$ cat src/rtl/shift_normalizer.sv
// shift_normalizer: multi-cycle 16-bit normalizer.
// Left mode counts leading zeros and shifts the operand left until bit 15 is 1.
// Right mode counts trailing zeros and shifts it right until bit 0 is 1.
// A binary search resolves one stage per clock: 8, then 4, then 2, then 1.
module shift_normalizer (
  input  logic        clk,
  input  logic        rst_n,
  input  logic        start,
  input  logic [15:0] In,
  input  logic        Dir,
  output logic [15:0] Out,
  output logic [3:0]  Cnt,
  output logic        Zero,
  output logic        busy,
  output logic        done
);

  typedef enum logic [2:0] {
    IDLE = 3'd0,
    S8   = 3'd1,
    S4   = 3'd2,
    S2   = 3'd3,
    S1   = 3'd4,
    DONE = 3'd5
  } state_t;

  state_t      state_reg, state_next;
  logic [15:0] work_reg, work_next;
  logic [3:0]  cnt_reg, cnt_next;
  logic        dir_reg, dir_next;
  logic        zero_reg, zero_next;

  // Stage selection: the width tested this cycle and whether a stage runs at all.
  logic [4:0]  stage_k;
  logic        stage_act;
  logic [15:0] mask_top;
  logic [15:0] mask_bot;
  logic        stage_hit;

  // True when the k bits at the end being removed are all zero.
  // The top mask covers bits [15:16-k]; the bottom mask covers bits [k-1:0].
  always_comb begin
    mask_top  = ~(16'hFFFF >> stage_k);
    mask_bot  = ~(16'hFFFF << stage_k);
    stage_hit = dir_reg ? ((work_reg & mask_bot) == 16'h0000)
                        : ((work_reg & mask_top) == 16'h0000);
  end

  // Next-state, datapath update and status outputs.
  always_comb begin
    state_next = state_reg;
    work_next  = work_reg;
    cnt_next   = cnt_reg;
    dir_next   = dir_reg;
    zero_next  = zero_reg;
    stage_k    = 5'd0;
    stage_act  = 1'b0;
    busy       = 1'b0;
    done       = 1'b0;

    case (state_reg)
      IDLE: begin
        if (start) begin
          work_next  = In;
          cnt_next   = 4'd0;
          dir_next   = Dir;
          zero_next  = 1'b0;
          state_next = S8;
        end
      end
      S8: begin
        busy       = 1'b1;
        stage_k    = 5'd8;
        stage_act  = 1'b1;
        // The register still holds the untouched operand during S8.
        zero_next  = (work_reg == 16'h0000);
        state_next = S4;
      end
      S4: begin
        busy       = 1'b1;
        stage_k    = 5'd4;
        stage_act  = 1'b1;
        state_next = S2;
      end
      S2: begin
        busy       = 1'b1;
        stage_k    = 5'd2;
        stage_act  = 1'b1;
        state_next = S1;
      end
      S1: begin
        busy       = 1'b1;
        stage_k    = 5'd1;
        stage_act  = 1'b1;
        state_next = DONE;
      end
      DONE: begin
        done = 1'b1;
        // A start here is accepted back-to-back, with no IDLE cycle in between.
        if (start) begin
          work_next  = In;
          cnt_next   = 4'd0;
          dir_next   = Dir;
          zero_next  = 1'b0;
          state_next = S8;
        end else begin
          state_next = IDLE;
        end
      end
      default: begin
        state_next = IDLE;
      end
    endcase

    // The stage weight k is also the Cnt bit that records the shift.
    if (stage_act && stage_hit) begin
      work_next = dir_reg ? (work_reg >> stage_k) : (work_reg << stage_k);
      cnt_next  = cnt_reg | stage_k[3:0];
    end
  end

  // State and working registers; reset clears everything and drops any in-flight result.
  always_ff @(posedge clk) begin
    if (!rst_n) begin
      state_reg <= IDLE;
      work_reg  <= 16'h0000;
      cnt_reg   <= 4'd0;
      dir_reg   <= 1'b0;
      zero_reg  <= 1'b0;
    end else begin
      state_reg <= state_next;
      work_reg  <= work_next;
      cnt_reg   <= cnt_next;
      dir_reg   <= dir_next;
      zero_reg  <= zero_next;
    end
  end

  assign Out  = work_reg;
  assign Cnt  = cnt_reg;
  assign Zero = zero_reg;

endmodule

$ cat config.mk
export PLATFORM = sky130hd
export DESIGN_NAME = shift_normalizer
export DESIGN_NICKNAME = d
export VERILOG_FILES = /design/src/rtl/shift_normalizer.sv
export SDC_FILE = /design/constraint.sdc
export NUM_CORES = 1
export LEC_CHECK = 0
export BUFFER_PORTS_ARGS = -buffer_cell sky130_fd_sc_hd__buf_4
export CAP_MARGIN = 20
export CORE_ASPECT_RATIO = 1.2
export CORE_MARGIN = 5
export CORE_UTILIZATION = 42
export DETAILED_ROUTE_END_ITERATION = 7
export HOLD_SLACK_MARGIN = 0.12
export SYNTH_ARGS = -nofsm -noshare
export SYNTH_HDL_FRONTEND = slang
export SYNTH_SLANG_ARGS = --single-unit
export TNS_END_PERCENT = 100
$ cat constraint.sdc
create_clock -name clk -period 2.9 [get_ports clk]
set_input_delay 0.435 -clock clk [delete_from_list [all_inputs] [get_ports clk]]
set_output_delay 0.435 -clock clk [all_outputs]
set_load 0.02 [all_outputs]
; ---- After elaboration in Yosys (flattened, before gate mapping)
; Index checks and enable logic that the tools add are counted.
[classes]
n_mux = 16
order_cmp = 0
bitwise = 5
n_addsub = 0
n_div = 0
reduce_logical = 13
multipliers = 0
eq_ne = 7
shift = 4
[ops]
columns = cell, n
row1 = 16-bit two-way mux, 4
row2 = 16-bit logical NOT, 3
row3 = 16-bit AND, 2
row4 = 16-bit NOT, 2
row5 = 3-bit one-hot mux with 6 select lines, 1
row6 = 4-bit one-hot mux with 4 select lines, 1
row7 = 16-bit by 5-bit << shifter with 16-bit output, 1
row8 = 16-bit by 5-bit << shifter with 16-bit output (first input constant), 1
row9 = 16-bit by 5-bit >> shifter with 16-bit output, 1
row10 = 16-bit by 5-bit >> shifter with 16-bit output (first input constant), 1
row11 = 4-bit two-way mux, 3
row12 = 3-bit by 2-bit equality test with 1-bit output (second input constant), 2
row13 = 3-bit equality test (second input constant), 2
row14 = 2-bit AND reduction, 3
row15 = 2-bit nonzero test, 3
row16 = 1-bit two-way mux, 5
row17 = 4-bit bitwise OR, 1
row18 = 4-bit OR reduction, 1
row19 = 3-bit by 1-bit equality test with 1-bit output (second input constant), 1
row20 = 3-bit logical NOT, 1
row21 = 3-bit two-way mux, 1
row22 = 2-bit by 1-bit inequality test with 1-bit output (second input constant), 1
row23 = 2-bit inequality test (second input constant), 1
row24 = 1-bit one-hot mux with 2 select lines, 1
row25 = other kinds (2), 2
[word_totals]
rom_bits = 0
regBits = 25
n_memories = 0
elab_cells = 50
ramBits = 0
inputBits = 20
latchBits = 0

; ---- Depth between registers and ports, before layout
; Gate-level depths: netlist of the first run.
[depth]
word_depth = 10
mapped_depth = 9
mapped_depth_nobuf = 6

; ---- Worst setup path before layout of the first run
; Ideal clock, no wire load.
[synth_path]
path_kind = register to register
from = register work_reg[9] (netlist: Out[9])
to = register work_reg[13] (netlist: Out[13])
stages_incl_launch_ff = 8
synth_period_minus_slack_ns = 2.149
setup_time_ns = 0.119
arrival_ns = 2.031
setup_slack_ns = 0.751
path_buffers = 2
t_required_ns = 2.781
path_cell_list = dfxtp_1 > or4_4 > a221oi_4 > and2_1 > buf_4 > buf_4 > nor3_1 > o221a_2
[synth_between]
elab_chain_cells = 6
[synth_lines]
columns = item, line
row1 = start: declaration, 28  ; logic [15:0] work_reg, work_next;
row2 = start signal: assignment, 132  ; work_reg <= work_next;
row3 = 16-bit AND (on tied branches), "46, 45"
row4 = 16-bit logical NOT (on tied branches), "46, 45"
row5 = 1-bit two-way mux, 45  ; stage_hit = dir_reg ? ((work_reg & mask_bot) == 16'h0000)
row6 = 1-bit logical AND, 116  ; if (stage_act && stage_hit) begin
row7 = 2-bit nonzero test (no source line), -
row8 = 2-bit AND reduction (no source line), -
; Parallel ways exist; a longest one is shown, timed or not.
; A chain may end at the register's enable or synchronous reset.

; ---- Final worst setup path of the first run
[layout_path]
from = register work_reg[9] (netlist: Out[9])
to = register work_reg[3] (netlist: Out[3])
; Same word-level chain as after synthesis.

==> metrics.yaml, run 1 <==
grt_max_degree: 30
p_sw_w: 0.00105
dpl_worst_slack_ps: 436
grt_usage: 0.251
clock_sinks: 25
coreArea_um2: 6050
yosysTopAreaCellShare: 0.192
io_pins: 43
peakVddDrop_uv: 337
clkTransAtPathRegs_ps: 110
syn_area_per_cell_um2: 7.65
crit_fanout: 10
fmax_ghz: 0.392
clkPwrFrac: 0.109
cp-end-kind: "flip-flop"
fin_crit_ps: 2550
synth_cell_types: 68
ctsLongestPathBuffers: 2
layout_commonest_cell: "buf_4"
syn_area_um2: 2610
worstMarginPinSlew_ps: 789
p_seq_frac: 0.256
port_buffers: 42
setup_tns_ps: 0
async_flop_share: 0
nNetsFinal: 388
hold_slack_ps: 416
ys_warn_count: 0
num_rows: 31
wire_per_inst_um: 21.4
crit_type: "flip-flop to flip-flop"
drv_slew: 0
antennaDiodeCount: 0
setup_slack_ps: 352
post_cts_resized: 0
power_frac_comb: 0.635
fin_crit_sh: 0.879
wl_mm: 9.61
ys_seq_area_frac: 0.192
cp.required_ps: 3130
grt_pass1_vias: 2854
slew_headroom: 0.472
drive_gt1_frac: 0.283
antenna_left: 0
p_leak_nw: 1.15
cts_buffers: 3
arrival_ps: 2780
synthCells: 341
ys_ff_latch: 25
grt.overflow.total: 0
drt_iter0_drc: 348
finClkSkew_ps: 6.02
p_int_w: 0.00110
die_area_um2: 7900
yosys.area.top_type: "dfxtp_1"
largest_register_ffs: 16
initial_core_util: 0.431
hold_viol: 0
place_congestion: 0.948
holdBufCountCts: 0
drc: 0
fp.dieW_um: 82.0
h-tree-depth: 1
dp_hpwl_mm: 6.77
cts_setup_buffers: 0
setup_viol_count_final: 0
insertion_delay_ps: 280
via_per_inst: 6.81
grt_pass1_wl_mm: 15.2
worstHoldPathType: "primary input to flip-flop"
synth_edf_count: 0
vias: 3058
startpoint_type: "flip-flop"
synthTopCellsByArea: "dfxtp_1, nand2_1, nor2_1"
mostFrequentLayoutCells: "buf_4, nand2_1, nor2_1, dfxtp_1, o21ai_0"
area_delta_synth_final_pct: 17.4
ys.flop_type: "dfxtp_1"
p_sw_frac: 0.489
cts_root_buf: "clkbuf_8"
rsz0062_at_grt: "no"
p_total_w: 0.00215
antenna_found_initial: 0
final_area_um2: 3060
synth_nets: 361
placed_area_um2: 3010
power.density_nw_per_um2: 701
status: "complete, no violations"
cts_tree: "done"
die_h_um: 96.4
first_pass_iters: 5
max-cap-violations: 0
stage by stage:
stage | util | instances
after floorplan | - | 341
after global placement | 0.498 | 445
after detailed placement | 0.498 | 445
after CTS | 0.506 | 449
after global routing | 0.506 | 449
final | 0.506 | 449
critical path: stages, from the launching register on:
cell and delay, ps:
dfxtp_1 470, or4_4 620, a221oi_4 390, nand2_1 300
o32ai_1 460, o221a_2 250
power groups by stage:
stage | Sequential, W | Clock (W) | Combinational [W]
floorplan | 0.000567 | 0 | 0.000881
global placement | 0.000554 | 0 | 0.00134
detailed placement | 0.000553 | 0 | 0.00134
CTS | 0.000546 | 0.000244 | 0.00135
global route | 0.000558 | 0.000248 | 0.00147
finish | 0.000551 | 0.000233 | 0.00136
final timing paths:
check,end,from,slack (ps),cells after the start
worst max-delay path,Out[3],Out[9],350,5
worst min register to register,Cnt[2],Cnt[2],460,2
worst max register to register,Out[3],Out[9],350,5
worst min-delay path,dir_reg,Dir,420,3
kinds of logic (layout without fill, tap and decap cells):
logic type	count (synthesis)	after routing	share of synthesized area
AO/OA/AOI/OAI	128	128	0.380
XOR/XNOR	2	2	0.00671
buffers and inverters	49	75	0.0853
flip-flops	25	25	0.192
multiplexers	22	22	0.126
AND/OR/NAND/NOR	115	115	0.210
per-layer routing:
| metal | vias up | track usage | wire length, µm |
|---|---|---|---|
| li1 | 1373 | - | - |
| met3 | 35 | 0.0384 | 843 |
| met1 | 1452 | 0.326 | 3860 |
| met4 | 0 | 0.132 | 417 |
| met2 | 198 | 0.397 | 4490 |
| met5 | - | 0 | 0 |
Yosys cell counts, types with 3 or more instances:
master	number
a211oi_1	5
a21boi_0	4
a21boi_1	3
a21oi_1	10
a221oi_1	10
a22o_1	5
a22oi_1	5
a31oi_1	13
a32o_1	3
and2_1	4
buf_2	16
buf_4	3
clkbuf_1	22
dfxtp_1	25
inv_1	6
mux2_2	8
mux2i_1	7
mux4_1	3
mux4_2	4
nand2_1	38
nand2b_1	4
nand3_1	8
nor2_1	28
nor2b_1	3
nor3_1	13
o211ai_1	4
o21a_1	4
o21ai_0	17
o221a_2	9
o22ai_1	4
o41ai_1	4
or4_1	3
final cells by class:
type	instances	area (µm²)
Multi-Input combinational cell	267	1890
Clock inverter	1	7.51
Sequential cell	25	502
Clock buffer	3	41.3
Fill cell	646	2990
Tap cell	82	103
Inverter	6	22.5
Timing Repair Buffer	65	500
(Power assumes the default switching activity.)
==> run 2, diff against run 1 <==
--- a/config.mk
+++ b/config.mk
@@ -7,11 +7,14 @@
 export LEC_CHECK = 0
 export BUFFER_PORTS_ARGS = -buffer_cell sky130_fd_sc_hd__buf_4
 export CAP_MARGIN = 20
+export CELL_PAD_IN_SITES_DETAIL_PLACEMENT = 1
+export CELL_PAD_IN_SITES_GLOBAL_PLACEMENT = 1
 export CORE_ASPECT_RATIO = 1.2
 export CORE_MARGIN = 5
 export CORE_UTILIZATION = 42
 export DETAILED_ROUTE_END_ITERATION = 7
 export HOLD_SLACK_MARGIN = 0.12
+export PLACE_DENSITY_LB_ADDON = 0.1
 export SYNTH_ARGS = -nofsm -noshare
 export SYNTH_HDL_FRONTEND = slang
 export SYNTH_SLANG_ARGS = --single-unit
==> run 2 against run 1 <==
  * Setup slack worse by 43 ps
  * Largest cell class unchanged
  * Sequential power down 7.6%
  * Die area unchanged
  * Clock power about the same
  * Critical path depth up 3
  * Flip-flop and latch count unchanged
  * First-iteration DRC count down 30%
  * Highest routed layer unchanged
  * Clock skew down 2.2 ps
  * Critical endpoint unchanged
  * Non-clock buffer count up 4
  * Maximum frequency down 1.6%
==> metrics.yaml, run 2 (synthesis gave the netlist of run 1 again) <==
status: "complete, no violations"
rsz0062_at_grt: "no"
die_area_um2: 7900
crit_type: "flip-flop to flip-flop"
dp_hpwl_mm: 7.88
worstHoldPathType: "primary input to flip-flop"
placed_area_um2: 3040
ff_latch_area_um2: 502
antenna_found_initial: 0
nNetsFinal: 392
startpoint_type: "flip-flop"
p_leak_nw: 1.17
grt.overflow.total: 0
fillCellCount: 773
r2r_cells: 8
hold_viol: 0
cts_tree: "done"
hold_path_depth: 3
die_h_um: 96.4
h-tree-depth: 1
num_rows: 31
grt_pass1_vias: 3079
cp.required_ps: 3080
port_buffers: 42
cp-end-kind: "flip-flop"
grt_max_degree: 40
mostFrequentLayoutCells: "buf_4, nand2_1, nor2_1, dfxtp_1, o21ai_0"
insertion_delay_ps: 280
place_congestion: 0.932
coreArea_um2: 6050
clock_sinks: 25
fp.dieW_um: 82.0
finClkSkew_ps: 3.81
vias: 3106
max-cap-violations: 0
cts_buffers: 3
first_pass_iters: 5
antennaDiodeCount: 0
fmax_ghz: 0.386
drc: 0
area_delta_synth_final_pct: 18.7
drive_gt1_frac: 0.294
arrival_ps: 2770
via_per_inst: 6.86
power.density_nw_per_um2: 726
crit_fanout: 22
setup_tns_ps: 0
grt_usage: 0.281
fin_crit_sh: 0.893
post_cts_resized: 0
wire_per_inst_um: 24.0
cts_setup_buffers: 0
layout_commonest_cell: "buf_4"
antenna_left: 0
drv_slew: 0
place_inst: 449
worstMarginPinSlew_ps: 778
io_pins: 43
cts_root_buf: "clkbuf_8"
final_cells: 453
clkTransAtPathRegs_ps: 100
initial_core_util: 0.431
ctsLongestPathBuffers: 2
wl_mm: 10.9
slew_headroom: 0.473
fin_crit_ps: 2590
setup_viol_count_final: 0
holdBufCountCts: 0
grt_pass1_wl_mm: 16.7
drt_iter0_drc: 242
final_area_um2: 3100
largest_register_ffs: 16
multi_input_area_um2: 1890
peakVddDrop_uv: 323
## run 2: metal layers
layer	GRT usage	wire length [µm]	vias to the layer above	share of wire
met4	0.134	619	0	0.057
met2	0.478	5240	173	0.48
met1	0.347	4210	1497	0.39
met3	0.0356	786	54	0.072
li1	-	-	1382	-
met5	0	0	-	0
## run 2: worst paths after layout
kind	startpoint	slack (ps)	end
hold reg to reg	Cnt[1]	470	Cnt[1]
setup reg to reg	state_reg[0]	310	Out[3]
hold / removal	Dir	410	dir_reg
setup / recovery	state_reg[0]	310	Out[3]
## run 2: layout make-up
class	instances	area share
Tap cell	82	0.0331
Inverter	6	0.00727
Timing Repair Buffer	69	0.171
Multi-Input combinational cell	267	0.611
Clock inverter	1	0.00242
Clock buffer	3	0.0133
Sequential cell	25	0.162
## run 2: critical path, stage by stage (launching register included)
cell       delay [ps]
dfxtp_1           480
buf_4             330
nor3_1            160
a2111oi_2         420
buf_4             200
and2_1            320
buf_12            200
nor3_1             80
o221a_2           290
## run 2: power by group
part,internal (W),switching [W]
logic,0.000621,0.000887
registers,0.000414,0.0000948
clock network,0.0000978,0.000135
total,0.00113,0.00112
## run 2: metrics by stage
stage	hold slack [ps]	utilization	power (W)	worst slack [ps]
2_1_floorplan	503	-	0.00145	751
3_3_place_gp	445	0.503	0.00196	261
3_5_place_dp	455	0.503	0.00198	196
4_1_cts	415	0.511	0.00222	172
5_1_grt	443	0.512	0.00236	106
6_report	408	0.512	0.00225	309
==> run 3, diff against run 2 <==
--- a/config.mk
+++ b/config.mk
@@ -5,13 +5,14 @@
 export SDC_FILE = /design/constraint.sdc
 export NUM_CORES = 1
 export LEC_CHECK = 0
+export ABC_AREA = 1
 export BUFFER_PORTS_ARGS = -buffer_cell sky130_fd_sc_hd__buf_4
 export CAP_MARGIN = 20
 export CELL_PAD_IN_SITES_DETAIL_PLACEMENT = 1
 export CELL_PAD_IN_SITES_GLOBAL_PLACEMENT = 1
 export CORE_ASPECT_RATIO = 1.2
 export CORE_MARGIN = 5
-export CORE_UTILIZATION = 42
+export CORE_UTILIZATION = 38
 export DETAILED_ROUTE_END_ITERATION = 7
 export HOLD_SLACK_MARGIN = 0.12
 export PLACE_DENSITY_LB_ADDON = 0.1
==> run 3 against run 2 <==
  * Combinational power decreased by 9%
  * Largest cell class unchanged
  * Global-route usage decreased by 4.3 points
  * Clock-buffer cell count unchanged
  * Synthesized cell count increased by 34%
  * First-iteration DRC count increased by 2.1%
  * Critical path type unchanged
  * Highest routed layer unchanged
  * Flip-flop and latch count unchanged
  * Die area increased by 5.5%
  * Design area decreased by 7.5%
  * Clock skew increased by 3.0 ps
  * Maximum frequency increased by 3.5%
  * Register-to-register slack improved by 90 ps
==> metrics.yaml, run 3 <==
worstHoldPathType: "primary input to flip-flop"
antennaDiodeCount: 0
ys.flop_type: "dfxtp_1"
path_buf_inv: 1
fillCellCount: 939
worstHoldStart: "Dir"
power.density_nw_per_um2: 762
drc: 0
dpl_worst_slack_ps: 430
mostFrequentLayoutCells: "nand2_1, nand3_1, nor2_1, buf_4, inv_1"
setup_viol_count_final: 0
synth_cell_types: 29
post_cts_resized: 0
synth_edf_count: 0
syn_area_per_cell_um2: 5.49
clock_sinks: 25
yosysTopAreaCellShare: 0.234
cts_root_buf: "clkbuf_8"
fmax_ghz: 0.399
max_stage_delay_ps: 430
fin_crit_sh: 0.863
grt_pass1_wl_mm: 16.0
crit_type: "flip-flop to flip-flop"
synth_nets: 477
reg2reg_from: "state_reg[2]"
rsz0062_at_grt: "no"
coreArea_um2: 6450
setup_tns_ps: 0
p_seq_frac: 0.261
place_inst: 568
startpoint_type: "flip-flop"
finClkSkew_ps: 6.84
syn_area_um2: 2510
cp.required_ps: 3130
synthCells: 457
min_to: "dir_reg"
peakVddDrop_uv: 274
io_pins: 43
slew_headroom: 0.619
vias: 3201
initial_core_util: 0.389
p_total_w: 0.00218
h-tree-depth: 1
p_leak_nw: 1.45
fp.dieW_um: 84.2
r2r_slack_ps: 400
r2r_cells: 13
crit_fanout: 36
fin_crit_ps: 2500
die_h_um: 99.0
ys_warn_count: 0
die_area_um2: 8330
p_sw_w: 0.00120
ctsLongestPathBuffers: 2
setup_slack_ps: 397
clkTransAtPathRegs_ps: 110
via_per_inst: 5.60
cts_setup_buffers: 0
holdBufCountCts: 0
async_flop_share: 0
insertion_delay_ps: 290
p_sw_frac: 0.548
antenna_found_initial: 0
hold_viol: 0
largest_register_ffs: 16
crit_family: "simple AND/OR/NAND/NOR gates"
ys_seq_area_frac: 0.200
yosys.area.top_type: "nand2_1"
drv_slew: 0
layout_commonest_cell: "nand2_1"
status: "complete, no violations"
synth_most_common_cell: "nand2_1"
grt.overflow.total: 0
final_cells: 572
cp-end-kind: "flip-flop"
port_buffers: 42
place_congestion: 1.06
cts_tree: "done"
ff_latch_area_um2: 500
ys_ff_latch: 25
drt_iter0_drc: 247
worstMarginPinSlew_ps: 571
grt_pass1_vias: 3114
path_cells: "inv_2 > nand2_1 > nor2_4 > nand2_1 > nand3_1 > nor2_1 > nor2_1 > nor2_4 > nand2_4 > nand2_1 > nand2_1 > nor2_1 > nor2_1"
hold_slack_ps: 421
grt_usage: 0.238
crit_slowest_cell: "dfxtp_1"
arrival_ps: 2740
r2r-end: "Out[12]"
grt_max_degree: 38
wire_per_inst_um: 17.4
area_delta_synth_final_pct: 14.3
wl_mm: 9.97
power_frac_comb: 0.629
nNetsFinal: 508
first_pass_iters: 5
dp_hpwl_mm: 7.70
cts_buffers: 3
synthTopCellsByArea: "nand2_1, dfxtp_1, nand3_1"
ys_top_cells_by_count: "nand2_1, nand3_1, nor2_1"
antenna_left: 0
max-cap-violations: 0
p_int_w: 0.000987
hold_path_depth: 3
num_rows: 32
drive_gt1_frac: 0.164
clkPwrFrac: 0.110
multi_input_area_um2: 1720
-- run 3: cell type report --
class / instances / area share
inverters: 36 / 0.0471
repair buffers: 48 / 0.126
flip-flops and latches: 25 / 0.175
well taps: 85 / 0.0371
clock buffers: 3 / 0.0144
multi-input cells: 374 / 0.598
clock inverters: 1 / 0.00262
-- run 3: tightest hold or removal path, stage by stage --
cell and delay [ps]:
buf_4 70, o21ai_0 70, a21oi_1 100
-- run 3: cells by family (layout without fill, tap and decap cells) --
group / count (synthesis) / after routing / synth area share
buf+inv: 58 / 88 / 0.116
compound gates: 46 / 46 / 0.105
simple gates: 328 / 328 / 0.579
flops: 25 / 25 / 0.200
-- run 3: power by group through the flow --
stage | Sequential [W] | Clock (W) | Combinational [W]
global route | 0.000579 | 0.000256 | 0.00153
global placement | 0.000571 | 0 | 0.00134
detailed placement | 0.000573 | 0 | 0.00136
floorplan | 0.000603 | 0 | 0.000912
finish | 0.000569 | 0.000241 | 0.00137
CTS | 0.000565 | 0.000246 | 0.00137
-- run 3: worst max-delay path by stage --
stage	from	end	cells after the start
after floorplan	state_reg[2]	Out[2]	13
after global placement	state_reg[2]	Out[14]	13
after detailed placement	state_reg[2]	Out[13]	13
after CTS	state_reg[2]	Out[13]	13
after global routing	state_reg[2]	Out[15]	11
final	state_reg[2]	Out[12]	13
-- run 3: stage by stage --
| stage | cell area [µm²] | utilization |
|---|---|---|
| finish | 2870 | 0.445 |
| global route | 2870 | 0.445 |
| CTS | 2870 | 0.445 |
| detailed placement | 2820 | 0.437 |
| global placement | 2820 | 0.437 |
| floorplan | 2510 | - |
-- run 3: metal layers --
metal,global-route usage,vias up,routed length [µm]
met5,0,-,0
met4,0.0916,0,321
met3,0.0351,27,705
met2,0.386,142,4580
met1,0.317,1489,4370
li1,-,1543,-
